$ cat src/rtl/natural_log_arbiter.sv
// Round-robin arbiter that shares one pipelined natural-log unit among NUM_REQ requesters.
// Optional feature macro NATURAL_LOG_ARB_CLAMP_EN: operands below 1.0 are answered with 0 without using the log unit.
module natural_log_arbiter #(
  parameter int NUM_REQ     = 4,
  parameter int LOG_LATENCY = 3
) (
  input  logic                   clk,
  input  logic                   reset_n,
  input  logic [NUM_REQ-1:0]     req_valid,
  output logic [NUM_REQ-1:0]     req_ready,
  input  logic [24*NUM_REQ-1:0]  req_data,
  output logic [23:0]            log_in_8_shifted,
  output logic                   log_in_valid,
  input  logic [15:0]            log_out_8_shifted,
  output logic [NUM_REQ-1:0]     resp_valid,
  output logic [15:0]            resp_data,
  output logic [NUM_REQ-1:0]     busy
);
  localparam int IW = (NUM_REQ > 1) ? $clog2(NUM_REQ) : 1;

  logic                   r_arm;
  logic [IW-1:0]          r_ptr;
  logic [NUM_REQ-1:0]     r_busy;
  logic [LOG_LATENCY-1:0] r_tag_v;
  logic [LOG_LATENCY-1:0] r_tag_clamp;
  logic [IW-1:0]          r_tag_idx [LOG_LATENCY];
  logic [NUM_REQ-1:0]     r_resp_valid;
  logic [15:0]            r_resp_data;

  logic [NUM_REQ-1:0]     w_elig;
  logic [NUM_REQ-1:0]     w_gnt_oh;
  logic [NUM_REQ-1:0]     w_exit_oh;
  logic                   w_gnt;
  logic [IW-1:0]          w_gnt_idx;
  logic [IW:0]            w_sum;
  logic [IW:0]            w_idx;
  logic                   w_hit;
  logic [23:0]            w_opnd;
  logic                   w_clamp;

  // Round-robin search starting at the pointer; scanning from the far end lets the nearest hit win.
  always_comb begin
    w_elig    = req_valid & ~r_busy & {NUM_REQ{r_arm}};
    w_gnt     = 1'b0;
    w_gnt_idx = '0;
    w_sum     = '0;
    w_idx     = '0;
    w_hit     = 1'b0;
    for (int k = NUM_REQ - 1; k >= 0; k--) begin
      w_sum     = {1'b0, r_ptr} + (IW+1)'(k);
      w_idx     = (w_sum >= (IW+1)'(NUM_REQ)) ? (w_sum - (IW+1)'(NUM_REQ)) : w_sum;
      w_hit     = w_elig[w_idx[IW-1:0]];
      w_gnt     = w_gnt | w_hit;
      w_gnt_idx = w_hit ? w_idx[IW-1:0] : w_gnt_idx;
    end
  end

  assign w_opnd = req_data[w_gnt_idx * 24 +: 24];

`ifdef NATURAL_LOG_ARB_CLAMP_EN
  assign w_clamp = w_gnt & (w_opnd < 24'd256);
`else
  assign w_clamp = 1'b0;
`endif

  // One-hot decode of the grant and of the tag leaving the pipeline.
  always_comb begin
    w_gnt_oh  = '0;
    w_exit_oh = '0;
    for (int i = 0; i < NUM_REQ; i++) begin
      w_gnt_oh[i]  = w_gnt & (w_gnt_idx == IW'(i));
      w_exit_oh[i] = r_tag_v[LOG_LATENCY-1] & (r_tag_idx[LOG_LATENCY-1] == IW'(i));
    end
  end

  assign req_ready        = w_gnt_oh;
  assign log_in_valid     = w_gnt & ~w_clamp;
  assign log_in_8_shifted = log_in_valid ? w_opnd : 24'd0;

  // Issue bookkeeping: r_arm blocks issue in the first clock after reset release.
  always_ff @(posedge clk or negedge reset_n) begin
    if (!reset_n) begin
      r_arm  <= 1'b0;
      r_ptr  <= '0;
      r_busy <= '0;
    end else begin
      r_arm <= 1'b1;
      if (w_gnt) begin
        r_ptr <= (w_gnt_idx == IW'(NUM_REQ - 1)) ? '0 : (w_gnt_idx + IW'(1));
      end
      r_busy <= (r_busy | w_gnt_oh) & ~r_resp_valid;
    end
  end

  // Tag pipeline aligned with the log unit latency; clamped entries travel as valid tags.
  always_ff @(posedge clk or negedge reset_n) begin
    if (!reset_n) begin
      r_tag_v     <= '0;
      r_tag_clamp <= '0;
      for (int i = 0; i < LOG_LATENCY; i++) begin
        r_tag_idx[i] <= '0;
      end
    end else begin
      r_tag_v[0]     <= w_gnt;
      r_tag_clamp[0] <= w_clamp;
      r_tag_idx[0]   <= w_gnt_idx;
      for (int i = 1; i < LOG_LATENCY; i++) begin
        r_tag_v[i]     <= r_tag_v[i-1];
        r_tag_clamp[i] <= r_tag_clamp[i-1];
        r_tag_idx[i]   <= r_tag_idx[i-1];
      end
    end
  end

  // Result capture when a valid tag exits.
  always_ff @(posedge clk or negedge reset_n) begin
    if (!reset_n) begin
      r_resp_valid <= '0;
      r_resp_data  <= 16'd0;
    end else begin
      r_resp_valid <= w_exit_oh;
      if (r_tag_v[LOG_LATENCY-1]) begin
        r_resp_data <= r_tag_clamp[LOG_LATENCY-1] ? 16'd0 : log_out_8_shifted;
      end
    end
  end

  assign resp_valid = r_resp_valid;
  assign resp_data  = r_resp_data;
  assign busy       = r_busy;

endmodule

$ cat config.mk
export PLATFORM = sky130hd
export DESIGN_NAME = natural_log_arbiter
export DESIGN_NICKNAME = d
export VERILOG_FILES = /design/src/rtl/natural_log_arbiter.sv
export SDC_FILE = /design/constraint.sdc
export NUM_CORES = 1
export LEC_CHECK = 0
export BUFFER_PORTS_ARGS = -buffer_cell sky130_fd_sc_hd__buf_4
export CAP_MARGIN = 10
export CORE_MARGIN = 2
export CORE_UTILIZATION = 41
export DETAILED_ROUTE_END_ITERATION = 8
export PLACE_DENSITY_LB_ADDON = 0.3
export SYNTH_ARGS = -nofsm -noshare
export SYNTH_HDL_FRONTEND = slang
export SYNTH_SLANG_ARGS = --single-unit
$ cat constraint.sdc
create_clock -name clk -period 2.5 [get_ports clk]
set_input_delay 0.5 -clock clk [delete_from_list [all_inputs] [get_ports clk]]
set_output_delay 0.5 -clock clk [all_outputs]
set_load 0.05 [all_outputs]
After elaboration in Yosys (flattened, before gate mapping)
Index checks and enable logic that the tools add are counted.

Bits in registers: 36. Latch bits: 0. Bits in writable memories: 0. Memory bits (read-only): 0. Bits of input ports: 118. Word-level logic and storage cells: 70. Memories: 0.

Add/sub/neg operators: 8. Multiply operators: 1. Divide/modulo/power cells: 0. $lt $le $gt $ge: 8. Eq/ne operators: 6. Shift-type cells: 1. Muxes and demuxes: 18. Bitwise gates (word level): 17. Reduce and logical (&&, ||, !) cells: 2.

Operator list (count): variable part select 96 x 8 -> 24 bit (1); 2-to-1 mux 24 bit (1); 2-to-1 mux 2 bit (9); bitwise AND 4 bit (3); less-than comparator 2 x 3 -> 1 bit (second input constant) (4); greater-or-equal comparator 3 bit (second input constant) (3); bitwise AND 1 bit (8); binary-select mux 1 bit (select 2 bit) (4); == test 2 bit (second input constant) (4); inverter 4 bit (2); subtractor 2 x 1 -> 2 bit (second input constant) (4); adder 2 x 2 -> 3 bit (second input constant) (2); == test 2 x 1 -> 1 bit (second input constant) (2); zero test 2 bit (2); multiplier 2 x 2 -> 4 bit (second input constant) (1); 2-to-1 mux 1 bit (4); OR 4 bit (1); adder 2 x 1 -> 3 bit (second input constant) (1); greater-or-equal comparator 2 x 3 -> 1 bit (second input constant) (1); OR 1 bit (3); adder 2 x 1 -> 2 bit (second input constant) (1).

Logic depth before layout (Yosys ltp)
Gate-level depths: netlist of the first run.

Depth in word-level cells: 13. Gate-level depth with buffers: 10.

Worst setup path before layout of the first run
Ideal clock, no wire load.

Path kind: reg-to-output. Start: reg r_busy[3], in the netlist busy[3]. End: out log_in_8_shifted[3]. Arrival: 2.425 ns. Required time: 2.000 ns. Slack: -0.425 ns. Cell stages (with the launch flop): 8. Path buffers: 1. Cell sequence: dfrtp_1 -> nand2b_4 -> o21ai_1 -> o31ai_2 -> inv_2 -> o21ai_2 -> buf_4 -> o22ai_1.

Elaborated cells between the ends (all ways): 21. Classes of those cells: mul: 1; shift: 1; mux: 13; bitwise: 6.

RTL lines: start, declared (line 23) `logic [NUM_REQ-1:0] r_busy;`; start signal, assigned (line 91) `r_busy <= (r_busy | w_gnt_oh) & ~r_resp_valid;`; inverter 4 bit * (line 43) `w_elig = req_valid & ~r_busy & {NUM_REQ{r_arm}};`; bitwise AND 4 bit * (2 in series) (line 43); binary-select mux 1 bit (select 2 bit) (line 52) `w_hit = w_elig[w_idx[IW-1:0]];`; 2-to-1 mux 1 bit (implied by the code) (line 52); OR 1 bit (2 in series) (line 53) `w_gnt = w_gnt | w_hit;`; OR 1 bit * (line 53); named net log_in_valid (line 13) `output logic log_in_valid,`; 2-to-1 mux 24 bit * (line 78) `assign log_in_8_shifted = log_in_valid ? w_opnd : 24'd0;`; end, declared (line 12) `output logic [23:0] log_in_8_shifted,`.

Mark *: on every way through the listed nets, which the timed path passes. The rest lies on a longest branch. The select of a mux whose other input is x is not followed.

Final worst setup path of the first run
Start: reg r_busy[0], in the netlist busy[0]. End: out log_in_8_shifted[21].

Word-level cells in the longest chain between the ends: 12. Elaborated cells between the ends (all ways): 21. Classes of those cells: mul: 1; shift: 1; mux: 13; bitwise: 6.

Ends and longest elaborated chain: inverter 4 bit * (line 43); bitwise AND 4 bit * (2 in series) (line 43); binary-select mux 1 bit (select 2 bit) (line 52); 2-to-1 mux 1 bit (implied by the code) (line 52); 2-to-1 mux 2 bit (4 in series) (line 54) `w_gnt_idx = w_hit ? w_idx[IW-1:0] : w_gnt_idx;`; multiplier 2 x 2 -> 4 bit (line 58) `assign w_opnd = req_data[w_gnt_idx * 24 +: 24];`; variable part select 96 x 8 -> 24 bit (line 58); 2-to-1 mux 24 bit * (line 78).

Every way passes the cells marked *; elsewhere a longest branch is shown, timed or not. The select of a mux whose other input is x is not followed.

==> results.ini, run 1 <==
[critical_path]
path_common_cell=buf_6
crit_required_ns=2.00
crit-reg2reg-launch=busy[2]
path_class=flop to output pin
critPathBufInv=5
crit_path_start=busy[0]
path_delay_family=buffers and inverters
arrival_ns=2.12
cp-start-kind=flop
crit_slowest_cell=dfrtp_2
end_kind=output pin
slowest_delay_ns=0.43
critical_path.cell_chain=nor2b_4 > buf_6 > o211ai_1 > a21oi_2 > buf_6 > o21ai_4 > buf_12 > clkbuf_16 > o22ai_2 > buf_6
cp_max_fo=6

[sta]
period_share=1.05
final_max_slew_viol_count=0
grt_setup_unrepaired=yes
slew-limit-headroom=0.520
max_slew.worst_pin.slew_ns=0.719
fin_ws_ns=-0.120
min_period_ns=2.62
clock.fmax_mhz=382
setup_viol_count_final=25
finalHoldViolations=0
final.setup_skew_ns=0.0106

[clock_network]
insertion_delay_ns=0.28
cts_sinks=36
path_clk_slew_ns=0.07
clockRootBuffer=clkbuf_8
numCtsBuffers=5
cts_tree=done
hold_buffers=0
cts.path.max_buffers=2
cts_htree_levels=2

[floorplan]
die_h_um=79.1
core_area_um2=5470
die_w_um=79.1
start_util=0.423
rows=27
die_area_um2=6260
io-pin-count=171

[grt]
grt_pass1_wl_um=11800
grt_start_max_net_pins=37
grtUsageTotal=0.245
grt_overflow=0
grt_pass1_vias=2463
antenna_found_initial=0

[yosys]
synth_top_family_by_area=multiplexers
seq_area_frac_synth=0.389
synth_edf_count=0
syn_inst=192
synthArstFlopShare=1.00
synthAdderAreaFrac=0.00541
synthDominantCellAreaShare=0.389
synth.most_common_cell=mux2i_1
synth_commonest_cells=mux2i_1 (48), dfrtp_1 (36), o22ai_2 (18), mux2_2 (16)
synth-xor-area-share=0
synth_compound_area_frac=0.194
synth_warnings=0
synth_fp_nets=311
ys_ff_latch=36
yosysTopAreaCell=dfrtp_1
synth_mux_area_frac=0.286
avgSynthCellArea_um2=12.0
synth.cell_area_um2=2310
ys.flop_type=dfrtp_1
ys_top_cells_by_area=dfrtp_1 (39%), mux2i_1 (21%), o22ai_2 (9.7%)
synthDistinctLibCells=40
synthSimpleGateAreaFrac=0.0606

[drt]
ant_nets=0
first_iter_violations=91
drcViolationCount=0
wl_um=8960
wire_per_inst_um=19.2
vias_per_cell=5.27
drt_first_pass_iters=4
vias=2454

[power_and_ir_drop]
power_mw=5.97
switching_share=0.498
combPwrFrac=0.773
power_frac_seq=0.155
leakage_nw=2.12
ir_drop_v=0.000908
p_int_mw=2.99
pwr-share-clk=0.071
power.density_nw_per_um2=1300
power_switching_mw=2.97

[placed_design]
dp_hpwl_um=5830
port_buffers=170
gp_congestion=0.760

[min_path]
hold_class=primary input to async pin

[layout]
drive_gt1_frac=0.764
num-nets-final=512
fin_util=0.839
antenna_cells=0
syn_to_final_growth_pct=98.4

[status]
status=finished, violations left
violations=setup timing

[job]
drv_cap=0

cell usage in the layout, fill, tap and decap left out, types with 3 or more instances in the layout:
master,netlist,final
dfrtp_2,0,5
mux2i_1,48,29
clkbuf_8,0,6
buf_6,1,32
buf_4,7,160
o22ai_4,0,10
o211ai_1,3,3
clkbuf_16,0,3
inv_1,7,7
inv_2,4,4
a21oi_1,6,5
dfrtp_1,36,31
o22ai_2,18,14
buf_8,2,3
buf_12,0,7
mux2i_4,0,6
mux2i_2,0,13
mux2_2,16,16
layer usage:
layer	routed length, um	track usage
met5	0	0
met4	167	0.0741
met3	601	0.0636
met2	4930	0.455
met1	3260	0.273
per-stage QoR:
step                instance area, um^2  setup TNS, ns  hold slack, ns  instances  worst slack, ns
floorplan                          2370          -1.16           0.204        192          -0.0593
global placement                   3840        -0.0793           0.332        438          -0.0280
detailed placement                 3840         -0.234           0.336        438          -0.0427
CTS                                4320          -1.20           0.176        461          -0.0556
global route                       4590          -4.03           0.188        466           -0.203
finish                             4590          -2.17           0.161        466           -0.120
worst register-to-register path, delay by kind of cell, from the launching register on:
family	cells	cell delay [ns]
buffers and inverters	4	0.59
and+or+nand+nor	1	0.31
AOI/OAI and AO/OA	3	0.44
DFF	1	0.46
power groups by stage:
stage | combinational [mW] | sequential [mW] | clock (mW)
final | 4.61 | 0.927 | 0.427
after global routing | 4.78 | 0.953 | 0.463
after CTS | 4.19 | 0.923 | 0.429
after detailed placement | 3.58 | 0.936 | 0
after global placement | 3.54 | 0.921 | 0
after floorplan | 2.06 | 1.37 | 0
worst paths after layout:
check,to,slack (ns),cells past startpoint
min in group clk,r_tag_idx[1],0.35,0
hold reg to reg,r_tag_idx[1],0.35,0
hold / removal,resp_data[11],0.16,1
setup reg to reg,busy[1],0.63,8
setup / recovery,log_in_8_shifted[21],-0.12,10
max in group asynchronous,busy[0],2.00,1
repair_timing:
action | 4_1_cts | 5_1_grt
gates resized for setup | 54 | 37
pin swaps | 8 | 10
cloned | 3 | 3
endpoints found under the setup margin | 27 | 28
setup buffers | 12 | 3
sequential cells by signal, summed over array words and instances, names as in the netlist:
register and count:
busy 4, r_arm 1, r_ptr 2, r_tag_idx 6, r_tag_v 3, resp_data 16, resp_valid 4
cell type report:
cell class	count	area, um^2
clock buffers	7	86.3
clock inverters	1	7.51
fillers	302	882
inverters	11	41.3
multi-input cells	133	1610
flip-flops and latches	36	907
well taps	72	90.1
repair buffers	206	1850
cells by family (layout without fill, tap and decap cells):
group | after synthesis | count (layout)
simple gates | 18 | 18
fa+ha+maj | 1 | 1
other cells | 1 | 1
flops | 36 | 36
compound gates | 48 | 49
mux | 64 | 64
buf+inv | 24 | 225
No activity file was read; power rests on OpenSTA's default activity.
==> inputs of run 2 (changes only) <==
--- a/config.mk
+++ b/config.mk
@@ -6,10 +6,12 @@
 export NUM_CORES = 1
 export LEC_CHECK = 0
+export ABC_AREA = 1
 export BUFFER_PORTS_ARGS = -buffer_cell sky130_fd_sc_hd__buf_4
 export CAP_MARGIN = 10
 export CORE_MARGIN = 2
-export CORE_UTILIZATION = 41
+export CORE_UTILIZATION = 44
 export DETAILED_ROUTE_END_ITERATION = 8
 export PLACE_DENSITY_LB_ADDON = 0.3
+export SETUP_SLACK_MARGIN = 0.02
 export SYNTH_ARGS = -nofsm -noshare
 export SYNTH_HDL_FRONTEND = slang
==> constraint.sdc (replaced) <==
create_clock -name clk -period 2.5 [get_ports clk]
set_input_delay 0.25 -clock clk [delete_from_list [all_inputs] [get_ports clk]]
set_output_delay 0.25 -clock clk [all_outputs]
set_load 0.05 [all_outputs]
==> results.ini, run 2 <==
[status]
status=finished, violations left
violations=setup timing

[yosys]
synthDominantCellAreaShare=0.326
yosysTopAreaCell=dfrtp_1
synth_warnings=0
synth.cell_area_um2=2760
synth_commonest_cells=nand2_1 (125), inv_1 (81), nand3_1 (81), dfrtp_1 (36), a21oi_1 (27)
syn_inst=433
synth_edf_count=0
avgSynthCellArea_um2=6.38
synthArstFlopShare=1.00
ys.flop_type=dfrtp_1
ys_ff_latch=36
ys_top_cells_by_area=dfrtp_1 (33%), nand2_1 (17%), nand3_1 (15%)
synth_fp_nets=552
seq_area_frac_synth=0.326
synthDistinctLibCells=25
synth.most_common_cell=nand2_1

[critical_path]
cp-start-kind=flop
critical_path.cell_chain=inv_1 > nand3_2 > nand2_2 > nand2_1 > a21oi_2 > nand3_4 > buf_6 > nand3b_1 > nand3_2 > a21oi_4 > buf_8
rrSetupSlack_ns=0.35
end_kind=output pin
arrival_ns=2.40
slowest_delay_ns=0.42
cp_max_fo=16
path_class=flop to output pin
worst-r2r-cell-count=11
crit_required_ns=2.25
path_common_cell=nand3_2
rr_endpoint=r_ptr[1]
crit-reg2reg-launch=busy[0]
crit_slowest_cell=dfrtp_1

[floorplan]
die_w_um=83.2
rows=28
die_h_um=83.2
start_util=0.461
core_area_um2=5990
die_area_um2=6930
io-pin-count=171

[drt]
first_iter_violations=275
wire_per_inst_um=18.0
vias_per_cell=5.52
ant_nets=0
drt_first_pass_iters=5
drcViolationCount=0
wl_um=12500
vias=3834

[layout]
layout.cells.non_filler=695
layout_common_cells=buf_4 (158), nand2_1 (111), inv_1 (80), nand3_2 (44), nand3_1 (36)
antenna_cells=0
multi_input_area_um2=1990
regArea_um2=905
largest_register_ffs=16
final_common_cell=buf_4
num-fill-cells=264
drive_gt1_frac=0.513
num-nets-final=738
syn_to_final_growth_pct=92.7

[clock_network]
insertion_delay_ns=0.30
cts.path.max_buffers=2
cts_tree=done
numCtsBuffers=5
path_clk_slew_ns=0.08
cts_htree_levels=2
cts_sinks=36
clockRootBuffer=clkbuf_8

[sta]
final.setup_skew_ns=0.00823
grt_setup_unrepaired=yes
min_period_ns=2.65
period_share=1.06
fin_ws_ns=-0.152
setup_viol_count_final=25
slew-limit-headroom=0.619
max_slew.worst_pin.slew_ns=0.571
final_max_slew_viol_count=0
finalHoldViolations=0
clock.fmax_mhz=377

[placed_design]
dp.cells=663
dp_hpwl_um=6950
port_buffers=170
gp_congestion=0.841

[grt]
antenna_found_initial=0
grt_start_max_net_pins=37
grt_overflow=0
grtUsageTotal=0.289
grt_pass1_wl_um=16600
grt_pass1_vias=3632

[min_path]
hold_class=primary input to flop
min_delay_path_depth=3
hp-start=log_out_8_shifted[0]
whs_endpoint=resp_data[0]

[job]
drv_cap=0

-- run 2: cell types whose count changed in the layout (fill, tap and decap cells not counted), moves of 14 or more --
cell	change
nand2_1	+109
inv_1	+73
nand3_2	+44
nand3_1	+35
mux2i_1	-29
nand3b_1	+24
a21oi_4	+18
mux2_2	-16
o22ai_2	-14
-- run 2: critical path, delay by kind of cell (launching register included) --
kind / cells / cell delay [ns]
buffers and inverters: 3 / 0.45
AOI/OAI and AO/OA: 2 / 0.43
DFF: 1 / 0.42
and+or+nand+nor: 6 / 0.80
-- run 2: worst max path at each step --
stage               slack (ns)                   end  cells after the start      from
floorplan                -0.23   log_in_8_shifted[0]                     13   busy[1]
global placement          0.18  log_in_8_shifted[20]                     14  r_ptr[0]
detailed placement        0.07  log_in_8_shifted[16]                     14  r_ptr[0]
CTS                     -0.006  log_in_8_shifted[19]                     13  r_ptr[0]
global route             -0.24   log_in_8_shifted[2]                     11   busy[0]
finish                   -0.15  log_in_8_shifted[20]                     11   busy[0]
-- run 2: final cells by class --
type / count / area share
clock buffer: 6 / 0.0155
clock inverter: 2 / 0.00282
inverter: 86 / 0.0616
multi-input combinational: 285 / 0.375
sequential: 36 / 0.170
tap: 75 / 0.0176
timing repair buffer: 205 / 0.358
-- run 2: metal layers --
layer	GRT usage	routed length [um]
met1	0.332	4480
met2	0.500	6600
met3	0.0666	915
met4	0.143	550
met5	0	0
-- run 2: repair_timing --
action | 4_1_cts | 5_1_grt
hold buffers | 1 | 0
setup endpoints to repair | 28 | 28
cloned | 3 | 4
pin swaps | 13 | 22
resized for setup | 75 | 67
endpoints found under the hold margin | 36 | 0
setup buffers | 12 | 4
-- run 2: cells by family after synthesis --
kind of cell,synth area share
AOI/OAI and AO/OA,0.0616
adders and majority gates,0.00453
DFF,0.326
and+or+nand+nor,0.436
other,0.00136
buffers and inverters,0.171
-- run 2: per-stage QoR --
stage               hold slack, ns  area, um^2   util  setup slack, ns  setup TNS [ns]
finish                       0.147        5320  0.889           -0.152           -2.26
global route                 0.146        5320  0.889           -0.237           -5.05
CTS                          0.145        4900  0.819         -0.00604         -0.0191
detailed placement           0.224        4320  0.721           0.0727               0
global placement             0.221        4320  0.721            0.175               0
floorplan                  -0.0456        2990      -           -0.232           -2.33
Power of run 2 is not shown: default switching activity piles up to over one toggle a cycle in this logic, so the estimate is an artifact.
==> inputs of run 3 (changes only) <==
- CORE_UTILIZATION: 44 -> 45
- CTS_BUF_LIST: unset -> sky130_fd_sc_hd__clkbuf_8
- SKIP_CTS_REPAIR_TIMING: unset -> 1
==> results.ini, run 3 (synthesis results as in run 2) <==
[layout]
largest_register_ffs=16
multi_input_area_um2=1920
layout_common_cells=buf_4 (158), nand2_1 (106), inv_1 (79), nand3_1 (51), dfrtp_1 (33)
layout.cells.non_filler=693
finalInstanceArea_um2=5180
num-nets-final=736
final_common_cell=buf_4
drive_gt1_frac=0.497
regArea_um2=905
num-fill-cells=279
antenna_cells=0
syn_to_final_growth_pct=87.5

[placed_design]
dp.cells=663
port_buffers=170
dpl_cell_area_um2=4330
place_ws_ns=0.0514
dp_hpwl_um=6940
gp_congestion=0.884

[floorplan]
start_util=0.467
core_area_um2=5920
die_w_um=82.4
die_area_um2=6780
io-pin-count=171
rows=28
die_h_um=82.4

[critical_path]
arrival_ns=2.43
cp_max_fo=7
crit_required_ns=2.25
path_class=flop to output pin
cp-start-kind=flop
rrSetupSlack_ns=0.39
end_kind=output pin

[clock_network]
path_clk_slew_ns=0.08
clockRootBuffer=clkbuf_8
cts.path.max_buffers=2
cts_sinks=36
cts_htree_levels=2
cts_tree=done
insertion_delay_ns=0.29
numCtsBuffers=5

[sta]
max_slew.worst_pin.slew_ns=0.635
period_share=1.07
final.setup_skew_ns=0.00198
grt_setup_unrepaired=yes
min_period_ns=2.68
slew-limit-headroom=0.576
clock.fmax_mhz=373
fin_ws_ns=-0.178
final_max_slew_viol_count=0
setup_viol_count_final=28
finalHoldViolations=0

[drt]
drt_first_pass_iters=5
wl_um=12300
wire_per_inst_um=17.8
vias=3809
drcViolationCount=0
first_iter_violations=307
vias_per_cell=5.50
ant_nets=0

[min_path]
hold_class=primary input to flop

[grt]
antenna_found_initial=0
grt_pass1_vias=3104
grt_pass1_wl_um=13600
grtUsageTotal=0.254
grt_start_max_net_pins=37
grt_overflow=0

[job]
drv_cap=0

[status]
status=finished, violations left
violations=setup timing

[run 3: cell types whose count changed in the layout (fill, tap and decap cells not counted), moves of 2 or more]
cell     previous run  this run
nand3_1            36        51
buf_6              25        27
buf_16              3         0
nand3_2            44        29
nand2_4             9         6
nand2_2            10        18
buf_12              7         5
nand2_1           111       106
[run 3: final cells by class]
| class | instances | area share |
|---|---|---|
| Sequential cell | 36 | 0.175 |
| Clock inverter | 3 | 0.00821 |
| Timing Repair Buffer | 203 | 0.352 |
| Multi-Input combinational cell | 285 | 0.370 |
| Clock buffer | 5 | 0.0133 |
| Inverter | 86 | 0.0643 |
| Tap cell | 75 | 0.0181 |
[run 3: path summary, 6_finish.rpt]
check / start / to / cells after the start
worst max-delay path: busy[2] / log_in_8_shifted[7] / 15
worst min-delay path: log_out_8_shifted[9] / resp_data[9] / 3
worst max register to register: busy[2] / busy[2] / 15
worst min register to register: r_tag_v[1] / r_tag_v[2] / 0
max in group asynchronous: reset_n / r_ptr[1] / 2
min in group asynchronous: reset_n / resp_data[9] / 2
[run 3: worst max-delay path, cell delays in order (launching register included)]
cell	delay [ns]
dfrtp_1	0.40
inv_1	0.13
nand3_4	0.10
nand2_2	0.14
nand3_4	0.11
nand2_2	0.09
inv_2	0.05
nand2_4	0.08
nand2_4	0.07
nand2_8	0.11
nand2_8	0.11
buf_12	0.16
nand2_1	0.08
nand3_1	0.14
a21oi_4	0.19
buf_8	0.16
[run 3: through the flow]
step,hold WS (ns),utilization,TNS [ns]
after detailed placement,0.224,0.732,0
after global routing,0.162,0.875,-5.54
after global placement,0.222,0.732,0
after CTS,-0.0855,0.750,-6.04
final,0.152,0.875,-2.84
after floorplan,-0.0456,-,-2.33
[run 3: layer usage]
metal | up-vias | share of wire | track usage
met4 | 0 | 0.043 | 0.0583
met2 | 237 | 0.54 | 0.461
li1 | 1718 | - | -
met1 | 1791 | 0.34 | 0.299
met3 | 63 | 0.079 | 0.0641
met5 | - | 0 | 0
Power of run 3 is left out for the same reason.
